$ cat config.mk
export PLATFORM = sky130hd
export DESIGN_NAME = ex_wb_stage_flat
export DESIGN_NICKNAME = d
export VERILOG_FILES = /design/src/rtl/ex_wb_pkg.sv /design/src/rtl/ex_wb_stage_if.sv /design/src/rtl/ex_alu.sv /design/src/rtl/ex_wb_stage.sv /design/src/flat_wrapper.sv
export SDC_FILE = /design/constraint.sdc
export NUM_CORES = 1
export LEC_CHECK = 0
export ABC_AREA = 1
export CAP_MARGIN = 15
export CORE_MARGIN = 3
export CORE_UTILIZATION = 36
export CTS_BUF_LIST = sky130_fd_sc_hd__clkbuf_2
export CTS_CLUSTER_SIZE = 10
export DETAILED_ROUTE_END_ITERATION = 10
export GPL_TIMING_DRIVEN = 0
export SYNTH_ARGS = -nofsm -noshare
export SYNTH_HDL_FRONTEND = slang
export SYNTH_SLANG_ARGS = --single-unit
$ cat constraint.sdc
create_clock -name Clk -period 2.7 [get_ports Clk]
set_input_delay 0.54 -clock Clk [delete_from_list [all_inputs] [get_ports Clk]]
set_output_delay 0.54 -clock Clk [all_outputs]
set_load 0.02 [all_outputs]
$ cat src/rtl/ex_wb_pkg.sv
// Shared definitions for the EX/WB stage: opcodes, instruction field slices, ID/EX record.
// Build option: EX_FWD_EN enables write-back-to-operand forwarding in ex_wb_stage.
package ex_wb_pkg;

    localparam logic [1:0] OP_NOP  = 2'b00;
    localparam logic [1:0] OP_MOV  = 2'b01;
    localparam logic [1:0] OP_ADDI = 2'b10;
    localparam logic [1:0] OP_SUBI = 2'b11;

    localparam int OP_HI  = 7;
    localparam int OP_LO  = 6;
    localparam int RS_HI  = 5;
    localparam int RS_LO  = 3;
    localparam int IMM_HI = 2;
    localparam int IMM_LO = 0;

    typedef struct packed {
        logic       valid;
        logic [1:0] op;
        logic [2:0] rs;
        logic [2:0] rd;
        logic [7:0] rdata;
        logic [7:0] imm;
    } id_ex_t;

    // MOV writes the register named by the immediate field; arithmetic ops write back to rs.
    function automatic logic [2:0] dest_reg(input logic [7:0] instr);
        logic [2:0] rd_v;
        case (instr[OP_HI:OP_LO])
            OP_MOV:  rd_v = instr[IMM_HI:IMM_LO];
            OP_ADDI: rd_v = instr[RS_HI:RS_LO];
            OP_SUBI: rd_v = instr[RS_HI:RS_LO];
            default: rd_v = 3'd0;
        endcase
        return rd_v;
    endfunction

endpackage

$ cat src/rtl/ex_wb_stage_if.sv
// Bus between the decode/register-file side and the EX/WB stage.
interface ex_wb_stage_if #(
    parameter int CNT_W = 16
);
    logic [7:0]       Instr_Code;
    logic [7:0]       Read_Data;
    logic [7:0]       Imm_Extend;
    logic             Stall;
    logic             Flush;
    logic [2:0]       ID_EX_RD;
    logic [2:0]       EX_WB_RD;
    logic [7:0]       EX_WB_Write_Data;
    logic             EX_WB_Reg_Write;
    logic [CNT_W-1:0] Retired_Count;

    modport master (
        output Instr_Code, Read_Data, Imm_Extend, Stall, Flush,
        input  ID_EX_RD, EX_WB_RD, EX_WB_Write_Data, EX_WB_Reg_Write, Retired_Count
    );

    modport slave (
        input  Instr_Code, Read_Data, Imm_Extend, Stall, Flush,
        output ID_EX_RD, EX_WB_RD, EX_WB_Write_Data, EX_WB_Reg_Write, Retired_Count
    );
endinterface

$ cat src/rtl/ex_alu.sv
// Combinational 8-bit ALU for the execute stage; results wrap modulo 256.
import ex_wb_pkg::*;

module ex_alu (
    input  logic [1:0] i_op,
    input  logic [7:0] i_a,
    input  logic [7:0] i_imm,
    output logic [7:0] o_result
);

    // Opcode-selected result; NOP produces zero.
    always_comb begin
        o_result = 8'h00;
        case (i_op)
            OP_MOV:  o_result = i_a;
            OP_ADDI: o_result = i_a + i_imm;
            OP_SUBI: o_result = i_a - i_imm;
            default: o_result = 8'h00;
        endcase
    end

endmodule

$ cat src/rtl/ex_wb_stage.sv
// Execute stage: ID/EX register, ALU and EX/WB write-back register with retire counter.
// Define EX_FWD_EN to forward the pending write-back into operand A.
import ex_wb_pkg::*;

module ex_wb_stage #(
    parameter int CNT_W = 16
) (
    input  logic         Clk,
    input  logic         Reset,
    ex_wb_stage_if.slave bus
);

    id_ex_t           r_id_ex;
    logic [2:0]       r_wb_rd;
    logic [7:0]       r_wb_data;
    logic             r_wb_we;
    logic [CNT_W-1:0] r_count;

    logic [7:0]       w_op_a;
    logic [7:0]       w_alu;
    logic             w_retire;

`ifdef EX_FWD_EN
    // Bypass the value being written back when it targets this instruction's source.
    always_comb begin
        w_op_a = r_id_ex.rdata;
        if (r_wb_we && (r_wb_rd == r_id_ex.rs)) begin
            w_op_a = r_wb_data;
        end else begin
            w_op_a = r_id_ex.rdata;
        end
    end
`else
    assign w_op_a = r_id_ex.rdata;
`endif

    ex_alu u_alu (
        .i_op     (r_id_ex.op),
        .i_a      (w_op_a),
        .i_imm    (r_id_ex.imm),
        .o_result (w_alu)
    );

    // A flush kills the instruction sitting in ID/EX before it can reach write-back.
    assign w_retire = r_id_ex.valid & ~bus.Flush & ~bus.Stall;

    // ID/EX pipeline register.
    always_ff @(posedge Clk) begin
        if (Reset) begin
            r_id_ex <= '0;
        end else if (bus.Flush) begin
            r_id_ex.valid <= 1'b0;
            r_id_ex.rd    <= 3'd0;
        end else if (bus.Stall) begin
            r_id_ex <= r_id_ex;
        end else begin
            r_id_ex.valid <= (bus.Instr_Code[OP_HI:OP_LO] != OP_NOP);
            r_id_ex.op    <= bus.Instr_Code[OP_HI:OP_LO];
            r_id_ex.rs    <= bus.Instr_Code[RS_HI:RS_LO];
            r_id_ex.rd    <= dest_reg(bus.Instr_Code);
            r_id_ex.rdata <= bus.Read_Data;
            r_id_ex.imm   <= bus.Imm_Extend;
        end
    end

    // EX/WB register; a stall inserts a bubble while holding destination and data.
    always_ff @(posedge Clk) begin
        if (Reset) begin
            r_wb_we   <= 1'b0;
            r_wb_rd   <= 3'd0;
            r_wb_data <= 8'h00;
        end else if (bus.Stall) begin
            r_wb_we   <= 1'b0;
        end else begin
            r_wb_we   <= w_retire;
            r_wb_rd   <= r_id_ex.rd;
            r_wb_data <= w_alu;
        end
    end

    // Retired write-back counter, wraps silently.
    always_ff @(posedge Clk) begin
        if (Reset) begin
            r_count <= '0;
        end else if (w_retire) begin
            r_count <= r_count + CNT_W'(1);
        end else begin
            r_count <= r_count;
        end
    end

    assign bus.ID_EX_RD         = r_id_ex.rd;
    assign bus.EX_WB_RD         = r_wb_rd;
    assign bus.EX_WB_Write_Data = r_wb_data;
    assign bus.EX_WB_Reg_Write  = r_wb_we;
    assign bus.Retired_Count    = r_count;

endmodule

$ cat src/flat_wrapper.sv
// flat-port wrapper written by rule: the top's interface ports become plain ports
module ex_wb_stage_flat 
#(
    parameter int CNT_W = 16
)
  (Clk, Reset, bus_Instr_Code, bus_Read_Data, bus_Imm_Extend, bus_Stall, bus_Flush, bus_ID_EX_RD, bus_EX_WB_RD, bus_EX_WB_Write_Data, bus_EX_WB_Reg_Write, bus_Retired_Count);
  ex_wb_stage_if #(.CNT_W(CNT_W)) bus_i ();
  input  logic Clk;
  input  logic Reset;
  input wire logic [$bits(bus_i.Instr_Code)-1:0] bus_Instr_Code;
  input wire logic [$bits(bus_i.Read_Data)-1:0] bus_Read_Data;
  input wire logic [$bits(bus_i.Imm_Extend)-1:0] bus_Imm_Extend;
  input wire logic [$bits(bus_i.Stall)-1:0] bus_Stall;
  input wire logic [$bits(bus_i.Flush)-1:0] bus_Flush;
  output wire logic [$bits(bus_i.ID_EX_RD)-1:0] bus_ID_EX_RD;
  output wire logic [$bits(bus_i.EX_WB_RD)-1:0] bus_EX_WB_RD;
  output wire logic [$bits(bus_i.EX_WB_Write_Data)-1:0] bus_EX_WB_Write_Data;
  output wire logic [$bits(bus_i.EX_WB_Reg_Write)-1:0] bus_EX_WB_Reg_Write;
  output wire logic [$bits(bus_i.Retired_Count)-1:0] bus_Retired_Count;
  assign bus_i.Instr_Code = bus_Instr_Code;
  assign bus_i.Read_Data = bus_Read_Data;
  assign bus_i.Imm_Extend = bus_Imm_Extend;
  assign bus_i.Stall = bus_Stall;
  assign bus_i.Flush = bus_Flush;
  assign bus_ID_EX_RD = bus_i.ID_EX_RD;
  assign bus_EX_WB_RD = bus_i.EX_WB_RD;
  assign bus_EX_WB_Write_Data = bus_i.EX_WB_Write_Data;
  assign bus_EX_WB_Reg_Write = bus_i.EX_WB_Reg_Write;
  assign bus_Retired_Count = bus_i.Retired_Count;
  ex_wb_stage #(.CNT_W(CNT_W)) u_core (.Clk(Clk), .Reset(Reset), .bus(bus_i));
endmodule
==> impl_metrics.tcl <==
set metrics [dict create \
    status "completed" \
    diodes 0 \
    endpoint "u_core.bus.EX_WB_Write_Data[7]" \
    total_power_mw 1.59 \
    period_minus_slack_ns 2.22 \
    worstSetupStartpoint "u_core.r_id_ex[0]" \
    slew-limit-headroom_pct 65.8 \
    hp-class "in2reg" \
    ys_warn_count 0 \
    pre_cts_ws_ns 0.498 \
    wl_per_cell_um 12.5 \
    cts_tree "built" \
    final_nets 467 \
    ys_async_sr_fraction_pct 0 \
    p_leak_nw 1.38 \
    grt-ovfl-total 0 \
    vias 2518 \
    drv_cap 0 \
    finalCritPeriodShare_pct 82.4 \
    synth_ff_type "dfxtp_1" \
    grt_pass1_vias 2338 \
    routed_wl_um 6570 \
    dp_cells 518 \
    rows 30 \
    endpoint_kind "flip-flop" \
    syn_nets 403 \
    h-tree-depth 2 \
    fmax_mhz 449 \
    crit_type "reg2reg" \
    worstMarginPinSlew_ns 0.514 \
    ff2ff_path_depth 14 \
    cts_setup_buffers 0 \
    clk_pin_slew_ns 0.28 \
    fin_util_pct 48.8 \
    vdd.ir_drop.worst_v 0.000208 \
    r2r_setup_slack_ns 0.48 \
    worstPathMaxFanout 4 \
    gp_congestion 0.909 \
    rsz0062_at_grt "no" \
    yosysUniqueCellTypes 34 \
    cts_hold_buf 0 \
    start_kind "flip-flop" \
    synth-seq-cells 50 \
    avgSynthCellArea_um2 7.15 \
    grt_max_degree 17 \
    syn2layout_area_growth_pct 29.1 \
    hpwl_um 5150 \
    dpl_cell_area_um2 3300 \
    finalSetupViolations 0 \
    drive_gt1_share_pct 6.28 \
    clock-sinks 50 \
    antenna_found_initial 0 \
    critPathRequiredTime_ns 3.08 \
    detail_route.vias_per_cell 4.79 \
    cts_inserted_buffers 5 \
    cts_resized 0 \
    syn_area_um2 2610 \
    finalMaxSlewViolations 0 \
    ys_seq_area_share_pct 38.3 \
    fp.coreArea_um2 6910 \
    final-instance-count-excl-fill 526 \
    grt_first_pass_wirelength_um 10800 \
    ant_nets 0 \
    fin_skew_ns 0.0283 \
    start_util_pct 37.8 \
    io_buffers 57 \
    stdcell_area_um2 3370 \
    grt_usage_pct 15.9 \
    r2r-end "u_core.bus.EX_WB_Write_Data[7]" \
    dieWidth_um 91.2 \
    cts-root-buf "clkbuf_2" \
    clock_path_buffers 2 \
    io-pin-count 59 \
    dr.first_iter.drc_count 47 \
    clkLatencyLatePin_ns 0.44 \
    synth-edff-count 0 \
    setup_ws_ns 0.475 \
    hold_viol_final 0 \
    critPathArrivalTime_ns 2.61 \
    holdWs_ns 0.399 \
    die-area_um2 8310 \
    die_h_um 91.2 \
    first_pass_iters 4 \
    drc_errors 0 \
    rr_startpoint "u_core.r_id_ex[0]" \
    setup-tns-final_ns 0 \
    powerDensity_nw_per_um2 471 \
    synth_cells 365 \
]
cell type report:
class | instances | area, um^2
flip-flops and latches | 50 | 1000
clock buffers | 5 | 25.0
multi-input cells | 251 | 1340
well taps | 96 | 120
inverters | 49 | 184
clock inverters | 3 | 43.8
fillers | 723 | 3540
repair buffers | 57 | 571
plain buffers | 15 | 85.1
sequential cells by signal, summed over array words and instances, names as in the netlist:
| signal | count |
|---|---|
| u_core.bus.Retired_Count | 16 |
| u_core.bus.EX_WB_RD | 3 |
| u_core.w_op_a | 8 |
| u_core.r_id_ex | 11 |
| u_core.bus.ID_EX_RD | 3 |
| u_core.bus.EX_WB_Reg_Write | 1 |
| u_core.bus.EX_WB_Write_Data | 8 |
metal layers:
metal / track usage [%] / up-vias / wire, um / part of all wire (%)
met1: 21.2 / 1122 / 3150 / 48
met3: 3.15 / 11 / 348 / 5.3
met5: 0 / - / 0 / 0
li1: - / 1325 / - / -
met4: 4.65 / 0 / 114 / 1.7
met2: 25.9 / 60 / 2960 / 45
logic make-up after synthesis:
logic type	synth area share (%)
and+or+nand+nor	24.7
AOI/OAI and AO/OA	18.2
buffers and inverters	10.3
DFF	38.3
xor gates and xnor gates	3.35
adders and majority gates	5.08
cell usage in the layout, fill, tap and decap left out, types with 2 or more instances in the layout:
| master | instances |
|---|---|
| o21ai_1 | 4 |
| nand3_1 | 17 |
| dfxtp_1 | 50 |
| clkbuf_1 | 6 |
| a31oi_1 | 4 |
| buf_6 | 2 |
| xnor2_1 | 3 |
| buf_2 | 2 |
| buf_1 | 2 |
| buf_4 | 3 |
| a21oi_1 | 39 |
| nor3_2 | 3 |
| nand2_1 | 53 |
| nor2_2 | 2 |
| ha_1 | 9 |
| o21ai_0 | 44 |
| nor3_1 | 6 |
| clkdlybuf4s50_1 | 57 |
| nor2_1 | 40 |
| clkbuf_2 | 5 |
| nand2_2 | 2 |
| xor2_1 | 7 |
| inv_1 | 47 |
| nand4_1 | 8 |
power breakdown:
part	leakage (nW)	internal (mW)	total [mW]	switching, mW
registers	0.409	0.773	0.797	0.0241
logic	0.929	0.165	0.373	0.209
clock network	0.0433	0.159	0.417	0.258
total	1.38	1.10	1.59	0.491
cell usage after synthesis, drive strengths merged, types with 2 or more instances:
master / instances / share of area, %
a21oi: 39 / 7.5
a31oi: 4 / 0.96
buf: 9 / 2.4
clkbuf: 6 / 0.86
dfxtp: 50 / 38
ha: 9 / 4.3
inv: 48 / 6.9
nand2: 56 / 8.5
nand3: 17 / 3.3
nand4: 8 / 1.9
nor2: 44 / 7.4
nor3: 9 / 2.3
nor3b: 2 / 0.77
o21ai: 48 / 9.2
xnor2: 3 / 1.0
xor2: 7 / 2.3
how the worst min path moves through the flow:
stage | depth (start not counted) | endpoint | startpoint
finish | 3 | u_core.bus.EX_WB_Write_Data[1] | bus_Stall
global route | 3 | u_core.bus.EX_WB_Write_Data[1] | bus_Stall
floorplan | 2 | u_core.bus.EX_WB_Write_Data[0] | u_core.w_op_a[0]
global placement | 2 | u_core.bus.EX_WB_Write_Data[0] | u_core.w_op_a[0]
detailed placement | 2 | u_core.bus.EX_WB_Write_Data[0] | u_core.w_op_a[0]
CTS | 3 | u_core.bus.EX_WB_Write_Data[1] | bus_Stall
worst max-delay path, stage by stage, from the launching register on:
cell     delay, ns
dfxtp_1       0.38
inv_1         0.09
ha_1          0.15
inv_1         0.05
nor3_1        0.20
nand2_1       0.08
nand2_1       0.08
xor2_1        0.19
ha_1          0.30
a21oi_1       0.20
nand2_1       0.09
a21oi_1       0.12
nand3_1       0.09
nand3_1       0.09
a21oi_1       0.07
Power figures use the tool's default switching activity.
